===== src/rtl/serial_out_port.sv =====
// Async serial transmitter: start bit 0, data LSB first, stop bit(s) 1, with a
// one-deep holding register so a second byte can be queued during a frame.
module serial_out_port #(
  parameter int unsigned CLKS_PER_BIT = 16,
  parameter int unsigned DATA_BITS    = 8,
  parameter int unsigned STOP_BITS    = 1
) (
  input  logic                 iClk,
  input  logic                 iReset,
  input  logic [DATA_BITS-1:0] iData,
  input  logic                 iStart,
  output logic                 oTx,
  output logic                 oBusy,
  output logic                 oReady,
  output logic                 oDone
);

  localparam int unsigned STOP_CLKS = STOP_BITS * CLKS_PER_BIT;
  localparam int unsigned CW = (STOP_CLKS > 1) ? $clog2(STOP_CLKS) : 1;
  localparam int unsigned IW = (DATA_BITS > 1) ? $clog2(DATA_BITS) : 1;

  typedef enum logic [1:0] {S_IDLE, S_START, S_DATA, S_STOP} state_t;

  state_t               r_state, w_state_n;
  logic [CW-1:0]        r_cnt, w_cnt_n;
  logic [IW-1:0]        r_idx, w_idx_n;
  logic [DATA_BITS-1:0] r_shift, w_shift_n;
  logic [DATA_BITS-1:0] r_hold, w_hold_n;
  logic                 r_ready, w_ready_n;
  logic                 r_tx, w_tx_n;
  logic                 r_busy, w_busy_n;
  logic                 r_done, w_done_n;
  logic                 w_reload;
  logic                 w_direct;

  always_comb begin
    w_state_n = r_state;
    w_cnt_n   = r_cnt;
    w_idx_n   = r_idx;
    w_shift_n = r_shift;
    w_hold_n  = r_hold;
    w_ready_n = r_ready;
    w_done_n  = 1'b0;
    w_reload  = 1'b0;
    w_direct  = 1'b0;

    unique case (r_state)
      S_IDLE: begin
        if (!r_ready) begin
          w_reload = 1'b1;
        end else if (iStart) begin
          w_direct  = 1'b1;
          w_shift_n = iData;
          w_state_n = S_START;
          w_cnt_n   = '0;
        end
      end
      S_START: begin
        if (r_cnt == CW'(CLKS_PER_BIT - 1)) begin
          w_state_n = S_DATA;
          w_cnt_n   = '0;
          w_idx_n   = '0;
        end else begin
          w_cnt_n = r_cnt + 1'b1;
        end
      end
      S_DATA: begin
        if (r_cnt == CW'(CLKS_PER_BIT - 1)) begin
          w_cnt_n = '0;
          if (r_idx == IW'(DATA_BITS - 1)) begin
            w_state_n = S_STOP;
          end else begin
            w_idx_n   = r_idx + 1'b1;
            w_shift_n = r_shift >> 1;
          end
        end else begin
          w_cnt_n = r_cnt + 1'b1;
        end
      end
      S_STOP: begin
        if (r_cnt == CW'(STOP_CLKS - 1)) begin
          w_done_n  = 1'b1;
          w_cnt_n   = '0;
          w_state_n = S_IDLE;
          if (!r_ready) w_reload = 1'b1;
        end else begin
          w_cnt_n = r_cnt + 1'b1;
        end
      end
      default: w_state_n = S_IDLE;
    endcase

    if (w_reload) begin
      w_shift_n = r_hold;
      w_state_n = S_START;
      w_cnt_n   = '0;
      w_ready_n = 1'b1;
    end

    // The edge that frees the holding register may refill it in the same cycle.
    if (iStart && (r_ready || w_reload) && !w_direct) begin
      w_hold_n  = iData;
      w_ready_n = 1'b0;
    end

    w_busy_n = (w_state_n != S_IDLE);
    unique case (w_state_n)
      S_START: w_tx_n = 1'b0;
      S_DATA:  w_tx_n = w_shift_n[0];
      default: w_tx_n = 1'b1;
    endcase
  end

  always_ff @(posedge iClk) begin
    if (iReset) begin
      r_state <= S_IDLE;
      r_cnt   <= '0;
      r_idx   <= '0;
      r_shift <= '0;
      r_hold  <= '0;
      r_ready <= 1'b1;
      r_tx    <= 1'b1;
      r_busy  <= 1'b0;
      r_done  <= 1'b0;
    end else begin
      r_state <= w_state_n;
      r_cnt   <= w_cnt_n;
      r_idx   <= w_idx_n;
      r_shift <= w_shift_n;
      r_hold  <= w_hold_n;
      r_ready <= w_ready_n;
      r_tx    <= w_tx_n;
      r_busy  <= w_busy_n;
      r_done  <= w_done_n;
    end
  end

  assign oTx    = r_tx;
  assign oBusy  = r_busy;
  assign oReady = r_ready;
  assign oDone  = r_done;

endmodule


===== config.mk =====
export PLATFORM = sky130hd
export DESIGN_NAME = serial_out_port
export DESIGN_NICKNAME = d
export VERILOG_FILES = /design/src/rtl/serial_out_port.sv
export SDC_FILE = /design/constraint.sdc
export NUM_CORES = 1
export LEC_CHECK = 0
export ABC_AREA = 1
export CORE_MARGIN = 2
export CORE_UTILIZATION = 56
export CTS_BUF_LIST = sky130_fd_sc_hd__clkbuf_16
export CTS_CLUSTER_DIAMETER = 100
export DETAILED_ROUTE_END_ITERATION = 16
export MAX_ROUTING_LAYER = met4
export PLACE_DENSITY = 0.78
export SETUP_SLACK_MARGIN = 0.15
export SLEW_MARGIN = 40
export SYNTH_ARGS = -nofsm -noshare
export SYNTH_HDL_FRONTEND = slang
export SYNTH_SLANG_ARGS = --single-unit

===== constraint.sdc =====
create_clock -name iClk -period 1.74 [get_ports iClk]
set_input_delay 0.174 -clock iClk [delete_from_list [all_inputs] [get_ports iClk]]
set_output_delay 0.174 -clock iClk [all_outputs]
set_load 0.02 [all_outputs]

==> flow_summary.ini <==
[min_path]
hp-class = flip-flop to flip-flop

[global_routing]
antenna_found_initial = 0
grt_first_pass_wirelength_mm = 5.90
grt_max_degree = 12
grtUsageTotal = 0.241
overflow = 0
grt_pass1_vias = 1384

[power_and_ir_drop]
internal-power_w = 0.00211
p_clk_frac = 0.212
power_switching_w = 0.00150
share_seq_of_total_power = 0.286
sw_frac_of_total = 0.415
pwr-share-comb = 0.502
power_density_mw_per_mm2 = 1740
ir_drop_mv = 1.30
cellLeakagePower_nw = 0.933
p_total_w = 0.00360

[route]
vias_per_cell = 5.33
ant_nets = 0
drtPass1Iterations = 4
via_count = 1508
drtIter0Drc = 69
wl_mm = 3.70
wl_per_cell_um = 13.1
drcViolationCount = 0

[place]
dpl.hpwl_mm = 2.50
place_congestion = 0.883
portBuffers = 14
dpl_worst_slack_ns = -0.00623
placed_area_mm2 = 0.00178
place_inst = 274

[layout]
syn2layout_area_growth_pct = 33.6
drive_gt1_frac = 0.210
fin_nets = 271
post-route-util = 0.769
final_cells = 283
diodes = 0
finish.instance_area_mm2 = 0.00207

[floorplan]
io-pin-count = 15
start_util = 0.576
rows = 19
fp.dieArea_mm2 = 0.00320
coreArea_mm2 = 0.00269
die_y_um = 56.6
dieWidth_um = 56.6

[logic_synthesis]
synth_cells = 222
ys_warn_count = 0
syn_nets = 241
synth_seq_cells = 29
async_flop_share = 0
avgSynthCellArea_um2 = 6.97
ys_types = 27
syn_area_mm2 = 0.00155
synth_ff_type = dfxtp_1
ys_seq_area_frac = 0.375
synth_edf_count = 0

[cts]
clk_path_buf_depth = 2
clk_latency_ns = 0.27
htreeDepth = 2
tritoncts = done
cts_sinks = 29
cts_made_buffers = 5
cts_root_buf = clkbuf_16
clkSlewWorstSetupHoldPaths_ns = 0.05

[setup_path]
crit_fanout = 6
endpoint_kind = flip-flop
worst-setup-path-type = flip-flop to flip-flop
start_kind = flip-flop
cp.required_ns = 1.91
arrival_ns = 1.72

[timing]
finalCritPeriodShare = 0.895
fmax_mhz = 642
period_needed_ns = 1.56
finalHoldViolCount = 0
rsz0062_at_grt = yes
worst_slew_pin_slew_ns = 0.383
fin_ws_ns = 0.183
slew_violations = 0
slew_headroom = 0.745
fin_skew_ns = 0.00370
setup_viol = 0

[run_status]
status = completed

[job]
cap_violations = 0
## timing repair
action | CTS | global route
pin swaps | 1 | 8
gates resized for setup | 8 | 35
setup endpoints to repair | 20 | 23
cloned | 0 | 1
hold buffers | 0 | 0
setup buffers | 0 | 1
## cells in the final DEF, fill, tap and decap left out, types with 2 or more instances in the layout
master,synthesis,final
inv_1,17,13
clkbuf_16,0,5
nor2_2,1,2
dfxtp_4,0,4
nand2_2,2,3
nand3_1,11,10
nor2_1,27,25
ha_1,8,3
ha_4,0,4
clkdlybuf4s50_1,0,13
buf_4,0,9
inv_2,2,7
o21ai_1,0,5
nand2_8,1,2
nor2_4,1,3
nand2_1,76,74
dfxtp_1,29,25
o21ai_0,13,7
nand2_4,3,3
a21oi_1,17,17
o21ai_2,1,2
## final timing paths
check / from / to / slack, ns / cells past startpoint
max: r_state[0] / oTx / 0.18 / 10
min reg2reg: r_hold[7] / r_hold[7] / 0.45 / 2
max reg2reg: r_state[0] / oTx / 0.18 / 10
min: r_hold[7] / r_hold[7] / 0.45 / 2
## stage by stage
stage | hold WS, ns | setup TNS, ns
global placement | 0.434 | 0
detailed placement | 0.441 | -0.00623
CTS | 0.447 | 0
floorplan | 0.243 | 0
global route | 0.477 | 0
finish | 0.454 | 0
## cell families (layout without fill, tap and decap cells)
logic type	count (synthesis)	in the layout	synth area share
buffers and inverters	23	52	0.0615
AND/OR/NAND/NOR	125	126	0.362
XOR/XNOR	1	1	0.00566
AO/OA/AOI/OAI	36	36	0.131
adder cells (fa/ha/maj)	8	8	0.0647
flip-flops	29	29	0.375
## cell usage after synthesis (2+ instances only)
library cell / number / share of area
nand2_4: 3 / 0.022
nand2_1: 76 / 0.18
nand3_1: 11 / 0.036
dfxtp_1: 29 / 0.38
nor2_1: 27 / 0.066
nand2_2: 2 / 0.0081
a21oi_1: 17 / 0.055
o21ai_0: 13 / 0.042
inv_2: 2 / 0.0049
inv_1: 17 / 0.041
ha_1: 8 / 0.065
clkbuf_1: 2 / 0.0049
## flip-flops by register name, summed over array words and instances (netlist names)
signal / flops
oBusy: 1
oReady: 1
r_cnt: 4
oDone: 1
r_idx: 3
oTx: 1
r_state: 2
r_hold: 8
r_shift: 8
## worst max-delay path, stage by stage, from the launching register on
cell,delay [ns]
dfxtp_4,0.40
inv_2,0.08
ha_4,0.19
nand2_1,0.12
nand2_1,0.14
a21oi_1,0.16
nand3_1,0.09
nand2_1,0.09
inv_1,0.05
nor2_1,0.08
nor2_1,0.04
## routing by layer
metal  part of all wire  vias up  GRT usage
met5                  0        -          -
met2               0.48       46      0.377
li1                   -      766          -
met1               0.44      680      0.296
met3              0.046       16     0.0507
met4              0.029        0      0.116
## area by class of cell
cell class	instances	area, µm²
clock buffer	5	125
clock inverter	2	7.51
fill	198	621
inverter	20	76.3
multi-input combinational	171	986
sequential	29	596
tap	31	38.8
timing repair buffer	25	236
## power groups by stage
stage	Sequential [W]	Clock, W	Combinational (W)
finish	0.00103	0.000765	0.00181
global route	0.00105	0.000805	0.00200
CTS	0.000973	0.000779	0.00160
detailed placement	0.000974	0	0.00153
global placement	0.000969	0	0.00150
floorplan	0.000979	0	0.00107
Power figures use the tool's default switching activity.
